[src/rtl/monitor_cmd_master.sv]
// Initiator end of the monitor UART command protocol: RTS/CTS handshake,
// cmd and len bytes, then payload write or payload read with timeouts.
module monitor_cmd_master #(
  parameter int MAX_PAYLOAD_BYTES = 16,
  parameter int CTS_TIMEOUT = 50000,
  parameter int BYTE_TIMEOUT = 10000,
  parameter int SYNC_STAGES = 2
) (
  input  logic                           clk,
  input  logic                           reset,
  input  logic                           req_valid,
  output logic                           req_ready,
  input  logic                           req_rw,
  input  logic [6:0]                     req_id,
  input  logic [7:0]                     req_len,
  input  logic [8*MAX_PAYLOAD_BYTES-1:0] req_wdata,
  output logic                           resp_valid,
  output logic [1:0]                     resp_status,
  output logic [8*MAX_PAYLOAD_BYTES-1:0] resp_rdata,
  output logic                           uart_rts_n,
  input  logic                           uart_cts_n,
  output logic                           tx_start,
  output logic [7:0]                     tx_data,
  input  logic                           tx_busy,
  input  logic                           tx_done,
  input  logic [7:0]                     rx_data,
  input  logic                           rx_valid,
  input  logic                           rx_error
);
  localparam int MB = MAX_PAYLOAD_BYTES;
  localparam int PW = 8 * MB;
  localparam int IW = $clog2(MB + 1);
  localparam int TMAX = (CTS_TIMEOUT > BYTE_TIMEOUT) ?
                        CTS_TIMEOUT : BYTE_TIMEOUT;
  localparam int TW = $clog2(TMAX + 1);
  localparam logic [TW-1:0] CTS_LAST = TW'(CTS_TIMEOUT - 1);
  localparam logic [TW-1:0] BYTE_LAST = TW'(BYTE_TIMEOUT - 1);
  localparam logic [7:0] MAXLEN = 8'(MB);
  localparam logic [1:0] ST_OK = 2'd0;
  localparam logic [1:0] ST_CTS = 2'd1;
  localparam logic [1:0] ST_RX = 2'd2;
  localparam logic [1:0] ST_BAD = 2'd3;

  typedef enum logic [2:0] {
    IDLE,
    WAIT_CTS,
    SEND_CMD,
    SEND_LEN,
    SEND_DATA,
    RECV_DATA,
    DONE
  } state_e;

  state_e            state_q, state_d;
  logic              rw_q, rw_d;
  logic [6:0]        id_q, id_d;
  logic [7:0]        len_q, len_d;
  logic [PW-1:0]     wdata_q, wdata_d;
  logic [PW-1:0]     rdata_q, rdata_d;
  logic [IW-1:0]     idx_q, idx_d;
  logic [TW-1:0]     timer_q, timer_d;
  logic              pend_q, pend_d;
  logic [1:0]        status_q, status_d;
  logic              rts_n_q, rts_n_d;
  logic [SYNC_STAGES-1:0] sync_q;

  logic              cts_low;
  logic              last;
  logic [TW-1:0]     timer_inc;
  logic [7:0]        wbyte;

  assign cts_low = ~sync_q[SYNC_STAGES-1];
  assign last = (8'(idx_q) == len_q - 8'd1);
  assign timer_inc = (timer_q == '1) ? timer_q : timer_q + 1'b1;
  assign resp_status = status_q;
  assign resp_rdata = rdata_q;
  assign uart_rts_n = rts_n_q;

  always_comb begin
    wbyte = 8'h00;
    for (int k = 0; k < MB; k++) begin
      if (idx_q == IW'(k)) wbyte = wdata_q[8*k +: 8];
    end
  end

  always_comb begin
    state_d = state_q;
    rw_d = rw_q;
    id_d = id_q;
    len_d = len_q;
    wdata_d = wdata_q;
    rdata_d = rdata_q;
    idx_d = idx_q;
    timer_d = timer_q;
    pend_d = pend_q;
    status_d = status_q;
    req_ready = 1'b0;
    resp_valid = 1'b0;
    tx_start = 1'b0;
    tx_data = 8'h00;
    unique case (state_q)
      IDLE: begin
        req_ready = 1'b1;
        if (req_valid) begin
          rw_d = req_rw;
          id_d = req_id;
          len_d = req_len;
          wdata_d = req_wdata;
          rdata_d = '0;
          idx_d = '0;
          timer_d = '0;
          pend_d = 1'b0;
          status_d = ST_OK;
          if (req_len == 8'd0 || req_len > MAXLEN) begin
            status_d = ST_BAD;
            state_d = DONE;
          end else begin
            state_d = WAIT_CTS;
          end
        end
      end
      WAIT_CTS: begin
        if (cts_low) begin
          state_d = SEND_CMD;
        end else if (timer_q >= CTS_LAST) begin
          status_d = ST_CTS;
          state_d = DONE;
        end else begin
          timer_d = timer_inc;
        end
      end
      SEND_CMD, SEND_LEN, SEND_DATA: begin
        if (state_q == SEND_CMD) tx_data = {rw_q, id_q};
        else if (state_q == SEND_LEN) tx_data = len_q;
        else tx_data = wbyte;
        // pend_q marks a byte handed to uart_tx and awaiting tx_done
        if (!pend_q) begin
          if (!tx_busy) begin
            tx_start = 1'b1;
            pend_d = 1'b1;
          end
        end else if (tx_done) begin
          pend_d = 1'b0;
          if (state_q == SEND_CMD) begin
            state_d = SEND_LEN;
          end else if (state_q == SEND_LEN) begin
            idx_d = '0;
            timer_d = '0;
            state_d = rw_q ? SEND_DATA : RECV_DATA;
          end else if (last) begin
            status_d = ST_OK;
            state_d = DONE;
          end else begin
            idx_d = idx_q + 1'b1;
          end
        end
      end
      RECV_DATA: begin
        if (rx_valid) begin
          if (rx_error) begin
            status_d = ST_BAD;
            state_d = DONE;
          end else begin
            for (int k = 0; k < MB; k++) begin
              if (idx_q == IW'(k)) rdata_d[8*k +: 8] = rx_data;
            end
            timer_d = '0;
            if (last) begin
              status_d = ST_OK;
              state_d = DONE;
            end else begin
              idx_d = idx_q + 1'b1;
            end
          end
        end else if (timer_q >= BYTE_LAST) begin
          status_d = ST_RX;
          state_d = DONE;
        end else begin
          timer_d = timer_inc;
        end
      end
      DONE: begin
        resp_valid = 1'b1;
        state_d = IDLE;
      end
      default: state_d = IDLE;
    endcase
    rts_n_d = (state_d == IDLE) || (state_d == DONE);
  end

  always_ff @(posedge clk) begin
    if (reset) begin
      state_q <= IDLE;
      rw_q <= 1'b0;
      id_q <= '0;
      len_q <= '0;
      wdata_q <= '0;
      rdata_q <= '0;
      idx_q <= '0;
      timer_q <= '0;
      pend_q <= 1'b0;
      status_q <= ST_OK;
      rts_n_q <= 1'b1;
      sync_q <= '1;
    end else begin
      state_q <= state_d;
      rw_q <= rw_d;
      id_q <= id_d;
      len_q <= len_d;
      wdata_q <= wdata_d;
      rdata_q <= rdata_d;
      idx_q <= idx_d;
      timer_q <= timer_d;
      pend_q <= pend_d;
      status_q <= status_d;
      rts_n_q <= rts_n_d;
      sync_q <= {sync_q[SYNC_STAGES-2:0], uart_cts_n};
    end
  end

endmodule

[config.mk]
export PLATFORM = sky130hd
export DESIGN_NAME = monitor_cmd_master
export DESIGN_NICKNAME = d
export VERILOG_FILES = /design/src/rtl/monitor_cmd_master.sv
export SDC_FILE = /design/constraint.sdc
export NUM_CORES = 1
export LEC_CHECK = 0
export CORE_ASPECT_RATIO = 0.5
export CORE_MARGIN = 1.5
export CORE_UTILIZATION = 55
export DETAILED_ROUTE_END_ITERATION = 7
export PLACE_DENSITY_LB_ADDON = 0.3
export SLEW_MARGIN = 20
export SYNTH_ARGS = -nofsm -noshare
export SYNTH_HDL_FRONTEND = slang
export SYNTH_SLANG_ARGS = --single-unit
[constraint.sdc]
create_clock -name clk -period 6.27 [get_ports clk]
set_clock_uncertainty 0.15 [all_clocks]
set_input_delay 1.254 -clock clk [delete_from_list [all_inputs] [get_ports clk]]
set_output_delay 1.254 -clock clk [all_outputs]
set_load 0.05 [all_outputs]
# After elaboration in Yosys (flattened, before gate mapping)
# Cells that the tools add are included.
# op_classes
addsub	3
order_cmp	3
eq_ne	54
muxes	96
n_reduce_logical	32
# op_table
op	n
two-way mux 128 bit	3
two-way mux 8 bit	35
one-hot mux 128 bit (2 select lines)	1
two-way mux 16 bit	11
AND reduction 5 bit	16
one-hot mux 16 bit (4 select lines)	1
!= test 2 bit (second input constant)	27
== test 5 x 4 -> 1 bit (second input constant)	8
two-way mux 5 bit	8
two-way mux 3 bit	12
two-way mux 2 bit	12
== test 5 x 3 -> 1 bit (second input constant)	4
adder 16 x 1 -> 16 bit (second input constant)	1
== test 16 bit (second input constant)	1
>= comparator 16 x 14 -> 1 bit (second input constant)	1
>= comparator 16 bit (second input constant)	1
one-hot mux 5 bit (3 select lines)	1
== test 3 bit (second input constant)	4
one-hot mux 3 bit (4 select lines)	1
== test 5 x 2 -> 1 bit (second input constant)	2
AND reduction 10 bit	1
two-way mux 1 bit	9
!= test 3 bit (second input constant)	3
AND reduction 9 bit	1
other kinds (19)	24
# totals
reg_bits	302
input_bits	160
out_inout_bits	142
elab_cells	215

# Longest topological paths before layout
# logic_depth
depth_word	20
mapped_depth	11
mapped_depth_nobuf	8

# Worst setup path before layout
# No wires, ideal clock.
# synth_timing
kind	register to output
from	reg idx_q[0]
to	out tx_data[3]
t_arrival_ns	3.302
required_ns	4.866
path_slack_ns	1.564
path_stages_with_launch	12
n_path_buf	4
cell_sequence	dfxtp_1 > ha_1 > clkbuf_1 > clkbuf_1 > and3_1 > ha_1 > clkbuf_1 > clkbuf_1 > a211oi_1 > nand3_1 > a21oi_1 > a211oi_1
# synth_via
elab_chain_cells	20
word_cells_on_any_way	35
classes_between	eq/ne: 15; mux: 19; reduce/logical: 1
# synth_rtl
item	line_no	rtl
start: declaration	60	logic [IW-1:0] idx_q, idx_d;
start signal: assignment	212	idx_q <= idx_d;
logical NOT 5 bit	82	if (idx_q == IW'(k)) wbyte = wdata_q[8*k +: 8];
two-way mux 8 bit (15 in a row)	82	
two-way mux 8 bit (*)	82	
two-way mux 8 bit (*)	134	else if (state_q == SEND_LEN) tx_data = len_q;
two-way mux 8 bit (*)	133	if (state_q == SEND_CMD) tx_data = {rw_q, id_q};
two-way mux 8 bit (*)	101	unique case (state_q)
end: declaration	23	output logic [7:0] tx_data,
# Every way passes the cells marked *; elsewhere a longest branch is shown, timed or not.

# Worst setup path after layout
# layout_timing
from	reg idx_q[0]
to	out tx_data[0]
# The elaborated chain is that of the path after synthesis.

==> flow_metrics.tcl <==
set metrics [dict create \
    nets 2019 \
    synthCells 1637 \
    grt_max_degree 102 \
    n_fill_cell 1896 \
    cts_root_buf "clkbuf_16" \
    routed_wl_mm 42.3 \
    synthArstFlopShare_pct 0 \
    grt_pass1_vias 12100 \
    crit_arrival_ns 4.35 \
    multi_input_area_um2 6810 \
    via_per_inst 5.80 \
    area_growth_pct 29.2 \
    worstMarginPinSlew_ns 1.16 \
    yosys_most_used_dff "dfxtp_1" \
    stdcell_count 2185 \
    dpl.hpwl_mm 29.5 \
    clkTransAtPathRegs_ns 0.07 \
    io_buffers 301 \
    cts_setup_buffers 0 \
    slowest_delay_ns 0.86 \
    outcome "finished clean" \
    first_iter_violations 1422 \
    clock_path_buffers 3 \
    worst_slack_ns 0.516 \
    synth.largest_area_cell "dfxtp_1" \
    ctsHtreeMaxLevel 1 \
    path_class "reg2out" \
    synth-warning-count 0 \
    synth_area_leaders "dfxtp_1, mux2i_1, nand2_1" \
    drt-pass1-iter-count 5 \
    cp_max_fo 18 \
    path_delay_family "compound AO/OA/AOI/OAI gates" \
    worstReg2RegStart "state_q[2]" \
    layout_min_cycle_time_ns 5.75 \
    dpl.cell_count 2139 \
    synth_top_area_share_pct 45.1 \
    crit_chain "ha_1 > nor4b_1 > nand2_1 > o2111a_1 > o21a_1 > o311a_1 > a211oi_1 > clkdlybuf4s50_1" \
    yosysMostFrequentCell "nand2_1" \
    hold_start "sync_q[0]" \
    synth.distinct_cells 85 \
    fp.dieW_um 224 \
    slowest_stage "clkdlybuf4s50_1" \
    min_period_over_period_pct 91.8 \
    p_leak_nw 6.60 \
    grt_pass1_wl_mm 65.5 \
    yosys_register_bits 302 \
    finalHoldViolCount 0 \
    whs_ns 0.264 \
    ys_seq_area_share_pct 45.1 \
    cts_resized 0 \
    ir_drop_uv 183 \
    rsz0062_at_grt "no" \
    start_util_pct 56.0 \
    max_freq_mhz 174 \
    power_density_nw_per_um2 275 \
    setup_viol 0 \
    setup_tns_ns 0 \
    crit_buf_inv 1 \
    core_area_um2 24000 \
    grtUsageTotal_pct 32.5 \
    synth_area_per_cell_um2 8.20 \
    num_io_pins 302 \
    hold_buffers 0 \
    synth_edf_count 0 \
    overflow 0 \
    seq_area_um2 6050 \
    max_slew_margin_pct 22.3 \
    cts_sinks 302 \
    synthesis.nets 1804 \
    place.gp.congestion 0.937 \
    rows 40 \
    maxCapViolCount 0 \
    drtAntennaViolNets 0 \
    die_h_um 113 \
    grt_antenna_before_repair 0 \
    drive_gt1_share_pct 4.60 \
    cts-buffers-inserted 26 \
    cts_tree "built" \
    cp-start-kind "flop" \
    num_vias 12700 \
    hp-class "reg2reg" \
    routedWlPerCell_um 19.4 \
    synthTopCellsByCount "nand2_1, dfxtp_1, nor2_1" \
    antenna_cells 0 \
    clk_latency_ns 0.55 \
    synth_area_um2 13400 \
    dpl_worst_slack_ns 1.14 \
    drc 0 \
    final_max_slew_viol_count 0 \
    required_ns 4.87 \
    cp-end-kind "output port" \
    worstSetupStartpoint "idx_q[0]" \
    die_area_um2 25400 \
]
## layer usage
| metal | vias up | GRT usage, % | share of wire (%) |
|---|---|---|---|
| li1 | 6069 | - | - |
| met5 | - | 0 | 0 |
| met2 | 488 | 52.9 | 45 |
| met3 | 74 | 8.71 | 8.9 |
| met4 | 0 | 8.74 | 2.3 |
| met1 | 6046 | 43.1 | 43 |
## cell families (layout without fill, tap and decap cells)
| group | Yosys count | after routing | share of synthesized area, % |
|---|---|---|---|
| and+or+nand+nor | 680 | 680 | 22.5 |
| DFF | 302 | 302 | 45.1 |
| xor gates and xnor gates | 10 | 10 | 0.765 |
| buffers and inverters | 145 | 378 | 4.30 |
| AOI/OAI and AO/OA | 362 | 362 | 16.9 |
| muxes | 131 | 131 | 9.81 |
| adders and majority gates | 7 | 7 | 0.653 |
## path summary, 6_finish.rpt
check	to	depth (start not counted)	slack [ns]
max	tx_data[0]	8	0.52
min	sync_q[1]	1	0.26
min reg2reg	sync_q[1]	1	0.26
max reg2reg	resp_rdata[19]	6	2.78
## cells in the final DEF (no fill, tap or decap), types with 7 or more instances in the layout
| cell type | count |
|---|---|
| a31oi_1 | 13 |
| and3_1 | 10 |
| nand2_1 | 336 |
| nand3b_1 | 7 |
| a221oi_1 | 13 |
| and2_1 | 15 |
| o21ai_0 | 23 |
| nor2_1 | 194 |
| clkbuf_16 | 26 |
| clkbuf_1 | 8 |
| a22oi_1 | 10 |
| o21ai_2 | 12 |
| nor3_1 | 7 |
| dfxtp_1 | 302 |
| inv_1 | 15 |
| buf_4 | 15 |
| or3_1 | 13 |
| mux2i_1 | 127 |
| ha_1 | 7 |
| o21ai_1 | 17 |
| a21oi_1 | 182 |
| nand2b_1 | 12 |
| o22ai_1 | 7 |
| clkdlybuf4s50_1 | 300 |
| a211oi_1 | 13 |
| nor4_1 | 11 |
| nand3_1 | 20 |
## cell type report
class,instances,area share (%)
timing repair buffer,316,18.1
inverter,16,0.347
clock inverter,7,0.809
sequential,302,34.9
multi-input combinational,1190,39.3
clock buffer,39,4.33
tap,315,2.27
## flip-flops by register name (all words and copies together), names as in the netlist, 2 cells and up
| signal | cells |
|---|---|
| id_q | 7 |
| idx_q | 5 |
| len_q | 8 |
| resp_rdata | 128 |
| resp_status | 2 |
| state_q | 3 |
| sync_q | 2 |
| timer_q | 16 |
| wdata_q | 128 |
## worst register-to-register path, cell delays in order, from the launching register on
cell and delay [ns]:
dfxtp_1 0.79, nand3b_1 0.80, or3_1 0.67, nor3_1 0.36, o21ai_2 0.28, mux2i_1 0.23
nor2_1 0.07
## per-stage QoR
step                      area, µm²  total power (W)  util, %
after CTS                     17300          0.00476     72.3
after detailed placement      16400          0.00308     68.6
after global routing          17300          0.00494     72.3
after global placement        16400          0.00307     68.6
after floorplan               13400          0.00276        -
final                         17300          0.00476     72.3
## where the power goes
part           internal [W]  total (W)  switching [W]
logic              0.000380   0.000953       0.000572
clock network      0.000955    0.00171       0.000751
registers           0.00202    0.00211      0.0000887
(Power assumes the default switching activity.)
